**config.mk**
```make
export PLATFORM = sky130hd
export DESIGN_NAME = dsp_mac_seq
export DESIGN_NICKNAME = d
export VERILOG_FILES = /design/src/rtl/dsp_ctrl_pkg.sv /design/src/rtl/dsp_opm_pipe.sv /design/src/rtl/dsp_mac_seq.sv
export SDC_FILE = /design/constraint.sdc
export NUM_CORES = 1
export LEC_CHECK = 0
export ABC_AREA = 1
export CAP_MARGIN = 15
export CORE_UTILIZATION = 48
export DETAILED_ROUTE_END_ITERATION = 10
export GPL_TIMING_DRIVEN = 0
export HOLD_SLACK_MARGIN = 0.08
export PLACE_DENSITY = 0.87
export SYNTH_ARGS = -nofsm -noshare
export SYNTH_HDL_FRONTEND = slang
export SYNTH_HIERARCHICAL = 1
export SYNTH_SLANG_ARGS = --single-unit
```
**constraint.sdc**
```tcl
create_clock -name clk -period 2.9 [get_ports clk]
set_input_delay 0.29 -clock clk [delete_from_list [all_inputs] [get_ports clk]]
set_output_delay 0.29 -clock clk [all_outputs]
set_load 0.01 [all_outputs]
```
**src/rtl/dsp_ctrl_pkg.sv**
```systemverilog
// Shared types and constants for the DSP48A1 multiply-accumulate sequencer.
// Opmode encodings select the X mux (M or 0) and the Z mux (P or 0) of the DSP slice.
package dsp_ctrl_pkg;

  localparam int P_W   = 48;
  localparam int OPM_W = 8;

  localparam logic [OPM_W-1:0] OPM_FIRST = 8'b0000_0001;  // P = M
  localparam logic [OPM_W-1:0] OPM_ACC   = 8'b0000_1001;  // P = P + M
  localparam logic [OPM_W-1:0] OPM_HOLD  = 8'b0000_1000;  // P = P

  typedef enum logic [1:0] {
    ST_IDLE,
    ST_RUN,
    ST_DRAIN,
    ST_DONE
  } state_e;

  typedef enum logic [1:0] {
    SLOT_HOLD,
    SLOT_FIRST,
    SLOT_ACC
  } slot_e;

  function automatic logic [OPM_W-1:0] slot_opm(input slot_e slot);
    case (slot)
      SLOT_FIRST: return OPM_FIRST;
      SLOT_ACC:   return OPM_ACC;
      default:    return OPM_HOLD;
    endcase
  endfunction

endpackage

```
**src/rtl/dsp_opm_pipe.sv**
```systemverilog
// Opcode delay line: aligns each slot's opmode with its operands' progress
// through the DSP input and multiplier registers.
module dsp_opm_pipe
  import dsp_ctrl_pkg::*;
#(
  parameter int DEPTH = 2
) (
  input  logic             clk,
  input  logic             rst_i,
  input  logic [OPM_W-1:0] opm_i,
  output logic [OPM_W-1:0] opm_o
);

  logic [OPM_W-1:0] sr_q [DEPTH];

  // NOTE: the delay line is reset to HOLD rather than left unreset, so an
  // aborted run cannot leave a FIRST/ACC opcode in flight towards the DSP.
  always_ff @(posedge clk) begin
    if (rst_i) begin
      for (int i = 0; i < DEPTH; i++) begin
        sr_q[i] <= OPM_HOLD;
      end
    end else begin
      // NOTE: non-blocking assignments make every stage sample the previous
      // stage's old value, giving a true DEPTH-cycle shift.
      sr_q[0] <= opm_i;
      for (int i = 1; i < DEPTH; i++) begin
        sr_q[i] <= sr_q[i-1];
      end
    end
  end

  assign opm_o = sr_q[DEPTH-1];

endmodule

```
**src/rtl/dsp_mac_seq.sv**
```systemverilog
// Dot-product sequencer for a DSP48A1 slice: accepts len operand pairs, issues
// FIRST/ACC/HOLD opcodes in step with the operands and captures the final P.
module dsp_mac_seq
  import dsp_ctrl_pkg::*;
#(
  parameter int LEN_W    = 8,
  parameter int OPM_DLY  = 2,
  parameter int PIPE_LAT = 3
) (
  input  logic             clk,
  input  logic             RST,
  input  logic             start,
  input  logic [LEN_W-1:0] len,
  input  logic             in_valid,
  output logic             in_ready,
  input  logic [17:0]      in_a,
  input  logic [17:0]      in_b,
  output logic [17:0]      dsp_a,
  output logic [17:0]      dsp_b,
  output logic [7:0]       dsp_opmode,
  output logic             dsp_carryin,
  output logic             dsp_rst,
  output logic             dsp_ce,
  input  logic [P_W-1:0]   dsp_p,
  output logic             busy,
  output logic [P_W-1:0]   result,
  output logic             result_valid
);

  localparam int DRN_W = (PIPE_LAT > 1) ? $clog2(PIPE_LAT) : 1;

  state_e             state_q, state_d;
  logic [LEN_W-1:0]   len_q, len_d;
  logic [LEN_W-1:0]   cnt_q, cnt_d;
  logic [DRN_W-1:0]   drn_q, drn_d;
  logic [17:0]        a_q, a_d;
  logic [17:0]        b_q, b_d;
  logic [P_W-1:0]     result_q, result_d;
  logic               hs;
  logic               last_hs;
  slot_e              slot;
  logic [OPM_W-1:0]   opm_d;
  logic [OPM_W-1:0]   opm_dly;

  assign in_ready = !RST && (state_q == ST_RUN) && (cnt_q < len_q);
  assign hs       = in_valid && in_ready;
  assign last_hs  = hs && (cnt_q == len_q - LEN_W'(1));

  // Operands go straight to the DSP input registers in the handshake cycle;
  // otherwise the last accepted pair is replayed so the A/B ports stay stable.
  assign a_d = hs ? in_a : a_q;
  assign b_d = hs ? in_b : b_q;

  always_comb begin
    // NOTE: every variable gets a default before the case statement so no
    // path leaves one unassigned, which would infer a latch.
    state_d  = state_q;
    len_d    = len_q;
    cnt_d    = cnt_q;
    drn_d    = drn_q;
    result_d = result_q;
    slot     = SLOT_HOLD;

    case (state_q)
      ST_IDLE: begin
        if (start) begin
          len_d = len;
          cnt_d = '0;
          drn_d = '0;
          if (len == '0) begin
            state_d  = ST_DONE;
            result_d = '0;
          end else begin
            state_d = ST_RUN;
          end
        end
      end

      ST_RUN: begin
        if (hs) begin
          slot  = (cnt_q == '0) ? SLOT_FIRST : SLOT_ACC;
          cnt_d = cnt_q + LEN_W'(1);
          if (last_hs) begin
            state_d = ST_DRAIN;
          end
        end
      end

      // The last product reaches P PIPE_LAT cycles after its handshake.
      ST_DRAIN: begin
        if (drn_q == DRN_W'(PIPE_LAT - 1)) begin
          state_d  = ST_DONE;
          result_d = dsp_p;
        end else begin
          drn_d = drn_q + DRN_W'(1);
        end
      end

      ST_DONE: begin
        state_d = ST_IDLE;
      end

      default: begin
        state_d = ST_IDLE;
      end
    endcase
  end

  always_ff @(posedge clk) begin
    if (RST) begin
      state_q  <= ST_IDLE;
      len_q    <= '0;
      cnt_q    <= '0;
      drn_q    <= '0;
      a_q      <= '0;
      b_q      <= '0;
      result_q <= '0;
    end else begin
      state_q  <= state_d;
      len_q    <= len_d;
      cnt_q    <= cnt_d;
      drn_q    <= drn_d;
      a_q      <= a_d;
      b_q      <= b_d;
      result_q <= result_d;
    end
  end

  assign opm_d = slot_opm(slot);

  dsp_opm_pipe #(
    .DEPTH (OPM_DLY)
  ) u_opm_pipe (
    .clk   (clk),
    .rst_i (RST),
    .opm_i (opm_d),
    .opm_o (opm_dly)
  );

  assign dsp_a        = RST ? '0 : a_d;
  assign dsp_b        = RST ? '0 : b_d;
  assign dsp_opmode   = RST ? OPM_HOLD : opm_dly;
  assign dsp_carryin  = 1'b0;
  assign dsp_rst      = RST;
  assign dsp_ce       = 1'b1;

  assign busy         = (state_q != ST_IDLE);
  assign result       = result_q;
  assign result_valid = (state_q == ST_DONE);

endmodule
```
## Word level (Yosys, flattened, before mapping)

Memories as Yosys holds them, arrays and structs flattened.
Index checks and enable logic that the tools add are counted.

| cells by class | value |
|---|---|
| bitwise gates (word level) | 2 |
| equality and inequality tests | 13 |
| reduce and logical (&&, ||, !) cells | 16 |
| magnitude comparators | 1 |
| mux-type cells | 30 |
| $add $sub $neg | 3 |

Operators by type and width:

| cell | number |
|---|---|
| 48-bit 2-to-1 mux | 3 |
| 48-bit one-hot mux with 2 select lines | 1 |
| 18-bit 2-to-1 mux | 4 |
| 8-bit 2-to-1 mux | 5 |
| 2-bit 2-to-1 mux | 10 |
| 8-bit logical NOT | 2 |
| 8-bit one-hot mux with 2 select lines | 1 |
| 2-bit inequality test, second input constant | 6 |
| 8-bit by 1-bit adder with 8-bit output, second input constant | 1 |
| 2-bit equality test, second input constant | 4 |
| 8-bit equality test | 1 |
| 8-bit less-than comparator | 1 |
| 2-bit one-hot mux with 4 select lines | 1 |
| 4-bit one-hot mux with 2 select lines | 1 |
| 4-bit AND reduction | 2 |
| 8-bit by 1-bit subtractor with 8-bit output, second input constant | 1 |
| 3-bit AND reduction | 2 |
| 2-bit nonzero test | 3 |
| 2-bit by 1-bit equality test with 1-bit output, second input constant | 2 |
| 1-bit logical AND | 4 |
| 2-bit one-hot mux with 2 select lines | 1 |
| 1-bit 2-to-1 mux | 3 |
| 2-bit by 1-bit adder with 2-bit output, second input constant | 1 |
| 2-bit logical NOT | 1 |
| other kinds (3) | 4 |

| word-level totals | value |
|---|---|
| logic and storage cells | 73 |
| bits of input ports | 96 |
| RAM bits | 16 |
| output and inout port bits | 98 |
| memories kept | 1 |
| flip-flop bits (word level) | 104 |

Memories:

| name | depth | bits a word | rd ports | clocked after memory_dff | wr ports | RTL line | source |
|---|---|---|---|---|---|---|---|
| u_opm_pipe.sr_q | 2 | 8 | 2 | 0 | 2 | dsp_opm_pipe.sv:14 | `logic [OPM_W-1:0] sr_q [DEPTH];` |

## Longest topological paths before layout

| logic depth | value |
|---|---|
| depth after elaboration | 9 |
| mapped depth | 14 |
| depth with buffers taken out | 14 |

## Modules after synthesis

Netlist, hierarchy kept.

By module, submodules not included:

| module | area an instance (um2) | sequential area each (um2) | cells an instance | times used |
|---|---|---|---|---|
| dsp_mac_seq | 4504.3 | 2082.0 | 620 | 1 |
| dsp_opm_pipe | 515.5 | 320.3 | 58 | 1 |

## Worst setup path after synthesis

Ideal clock, no wire load.

| timing path | value |
|---|---|
| path type | flip-flop to output port |
| start point | reg state_q[1] |
| end point | out dsp_a[0] |
| stages on the path, launching flop included | 13 |
| slack | 0.847 ns |
| path buffers | 2 |
| required time | 2.610 ns |
| data arrival time | 1.763 ns |
| cell sequence | dfxtp_1 > inv_1 > ha_1 > inv_2 > nor2_2 > nand3_1 > nor2_2 > nand3_2 > inv_2 > buf_6 > buf_6 > nand2_1 > a21oi_1 |

| between the ends | value |
|---|---|
| word-level cells in the longest chain between the ends | 6 |

RTL lines:

| item | RTL line | source |
|---|---|---|
| start: declaration | dsp_mac_seq.sv:32 | `state_e state_q, state_d;` |
| start signal: assignment | dsp_mac_seq.sv:119 | `state_q <= state_d;` |
| 2-bit by 1-bit equality test with 1-bit output | dsp_mac_seq.sv:45 | `assign in_ready = !RST && (state_q == ST_RUN) && (cnt_q < len_q);` |
| 1-bit logical AND (2 in a row) | dsp_mac_seq.sv:45 |  |
| 1-bit logical AND | dsp_mac_seq.sv:46 | `assign hs = in_valid && in_ready;` |
| 18-bit 2-to-1 mux | dsp_mac_seq.sv:51 | `assign a_d = hs ? in_a : a_q;` |
| 18-bit 2-to-1 mux | -- |  |
| end: declaration | dsp_mac_seq.sv:18 | `output logic [17:0] dsp_a,` |

Every way passes these cells.

## Final worst setup path

| timing path | value |
|---|---|
| start point | reg cnt_q[6] |
| end point | out dsp_a[17] |

| between the ends | value |
|---|---|
| word-level cells in the longest chain between the ends | 5 |

RTL lines:

| item | RTL line | source |
|---|---|---|
| start: declaration | dsp_mac_seq.sv:34 | `logic [LEN_W-1:0] cnt_q, cnt_d;` |
| start signal: assignment | dsp_mac_seq.sv:121 | `cnt_q <= cnt_d;` |
| 8-bit less-than comparator | dsp_mac_seq.sv:45 |  |
| 1-bit logical AND | dsp_mac_seq.sv:45 |  |
| 1-bit logical AND | dsp_mac_seq.sv:46 |  |
| 18-bit 2-to-1 mux | dsp_mac_seq.sv:51 |  |
| 18-bit 2-to-1 mux | -- |  |

Every way passes these cells.

==> impl_results.md <==
* Min-delay worst type: primary input to flop
* Max_cap viols at 0
* Seq/Total Area, Yosys at 47.9%
* IO Count at 194
* Synth area leader: dfxtp_1
* Flops & latches, synth at 120
* Commonest cells post-synth: nand2_1, dfxtp_1, a21oi_1
* Initial antenna violation count at 0
* Least-Margin Pin Slew at 0.738 ns
* Final Hold Vio Count at 0
* Clock buffer depth at 2
* Period minus WS final at 2.82 ns
* Worst Path Required at 2.61 ns
* Finish-stage setup viols at 0
* Worst Clk Skew at 0.00457 ns
* Number of vias per cell at 4.96
* Lkg Pwr at 3.10 nW
* Routed via count at 5197
* Count leader, synth: nand2_1
* Area growth, synth to finish at 55.8%
* Routed wire length at 14300 um
* Clk_lat worst skew at 0.51 ns
* Vias in the first global route at 5046
* Kind of critical path: flop to output pin
* Ys flop type: dfxtp_1
* Wire per inst at 13.6 um
* N_diodes at 0
* Peak supply drop at 0.523 mV
* Congestion Overflow GR at 0
* Die H at 104 um
* Crit-path cells: ha_1, nand2_2, nor2_1, nor2_2, nand3_2, inv_2, buf_2, nand2_1, a21oi_1, dlygate4sd2_1
* Initial detailed-routing violation count at 275
* Crit path buf inv count at 3
* RD Place Congestion at 0.858
* CTS root buf: clkbuf_8
* Die area at 10900 um^2
* Top post-synthesis cells by area: dfxtp_1, nand2_1, a21oi_1
* Quantity of I/O buffers inserted on ports at 191
* Final hold slack at 0.328 ns
* Slowest stage delay, CP at 0.46 ns
* Distinct cells, synth at 31
* CTS buffer count at 17
* Status: complete, no violations
* Max Fclk at 0.354 GHz
* Worst-path fanout max at 6
* Max-slew headroom at 50.8%
* WP depth at 10
* Drt drc at 0
* Initial Util at 50.4%
* Total track usage at 26.5%
* Nets at 1015
* CTS Sinks at 120
* Ratio of cells with drive above 1 in the final layout at 16.3%
* Detailed placement HPWL at 10400 um
* TritonCTS clock tree: built
* YS warnings at 6
* Die W at 104 um
* R2R depth at 10
* Final max-slew violation count at 0
* Arrival time at the worst endpoint at 2.53 ns
* Post-synth ARST share at 0%
* Mapped cell area at 5020 um^2
* Hold depth at 3
* Setup WS post-layout at 0.0775 ns
* Row count at 36
* Pre-CTS WS at -0.616 ns
* First-pass GRT wire length at 23000 um
* Avg Inst Size Synth at 7.40 um^2
* Crit path launch type: flop
* Reg clk slew, reported paths at 0.06 ns
* Core Area at 9950 um^2
* Final ANT Viol Nets at 0
* H-tree levels at 4
* Tcrit/Tclk final at 97.3%
* Setup crit end kind: output pin
* Top cell type's share of synthesized area at 47.9%
* Post-Synthesis Cells at 678
* Reg2reg setup slack at 0.62 ns
* Power Density at 673 nW/um^2
* Largest net degree at the start of global routing at 17
* Drt pass-1 iters at 5
* Critical-path top delay cell: dfxtp_1
* EDFF count, synth at 0
* Critical path's top delay family: buffers and inverters
-- what timing repair did --
item	CTS	global route
cloned	0	1
resized for setup	99	69
hold buffers	0	0
setup endpoints to repair	37	36
buffers inserted	1	7
pin swaps	1	4
-- worst register-to-register path, cell delays in order (launching register included) --
cell and delay [ns]:
dfxtp_2 0.38, inv_1 0.09, ha_1 0.24, nand2_1 0.23
o21a_1 0.24, nor2_1 0.06, nand2_1 0.10, buf_2 0.21
buf_1 0.37, nand2_1 0.11, a21oi_1 0.19
-- sequential cells by signal, summed over array words and instances (netlist names) --
signal	count
result	48
a_q	18
b_q	18
u_opm_pipe/sr_q	16
cnt_q	8
len_q	8
drn_q	2
state_q	2
-- kinds of logic (layout without fill, tap and decap cells) --
logic type               Yosys count  count (layout)  share of synthesized area, %
AO/OA/AOI/OAI                    128             128                          13.1
flip-flops                       120             120                          47.9
adder cells (fa/ha/maj)           17              17                          4.24
XOR/XNOR                           8               8                          1.40
AND/OR/NAND/NOR                  302             302                          23.9
other                              2               8                         0.150
buffers and inverters            101             332                          9.37
-- path summary, 6_finish.rpt --
path,from,end
worst min register to register,u_opm_pipe/sr_q[0][6],u_opm_pipe/sr_q[0][14]
worst min-delay path,dsp_p[11],result[11]
worst max register to register,state_q[0],result[19]
worst max-delay path,cnt_q[6],dsp_a[17]
-- placed cells by master (no fill, tap or decap), drive strengths merged, types with 8 or more instances in the layout --
master	count
a21oi	106
buf	49
clkbuf	56
clkdlybuf4s50	154
conb	8
dfxtp	120
ha	17
inv	57
nand2	214
nand3	15
nor2	61
o21ai	19
-- power by group --
group / switching [mW] / internal, mW
clock network: 0.732 / 1.44
logic: 0.727 / 0.523
registers: 0.0752 / 1.76
total: 1.53 / 3.73
-- metal layers --
| metal | part of all wire, % | GRT usage, % | vias up |
|---|---|---|---|
| met5 | 0 | 0 | - |
| met4 | 2.5 | 11.2 | 0 |
| met3 | 8.1 | 8.96 | 34 |
| met2 | 50 | 47.8 | 224 |
| met1 | 39 | 27.8 | 2355 |
| li1 | - | - | 2584 |
-- through the flow --
| stage | power, mW | area (um^2) | cells | TNS [ns] | utilization [%] |
|---|---|---|---|---|---|
| final | 5.26 | 7820 | 1048 | 0 | 78.5 |
| after global routing | 5.53 | 7820 | 1048 | -0.00971 | 78.5 |
| after CTS | 5.22 | 7800 | 1040 | -0.00520 | 78.3 |
| after detailed placement | 3.03 | 7120 | 1008 | -17.58 | 71.5 |
| after global placement | 2.97 | 7120 | 1008 | -15.48 | 71.5 |
| after floorplan | 2.59 | 5040 | 684 | 0 | - |
-- layout make-up --
| cell class | count | area (um^2) |
|---|---|---|
| clock buffers | 21 | 449 |
| clock inverters | 11 | 170 |
| multi-input cells | 463 | 2290 |
| repair buffers | 200 | 1820 |
| flip-flops and latches | 120 | 2420 |
| inverters | 56 | 210 |
| plain buffers | 44 | 288 |
| fillers | 698 | 2140 |
| well taps | 133 | 166 |
Power figures use the tool's default switching activity.
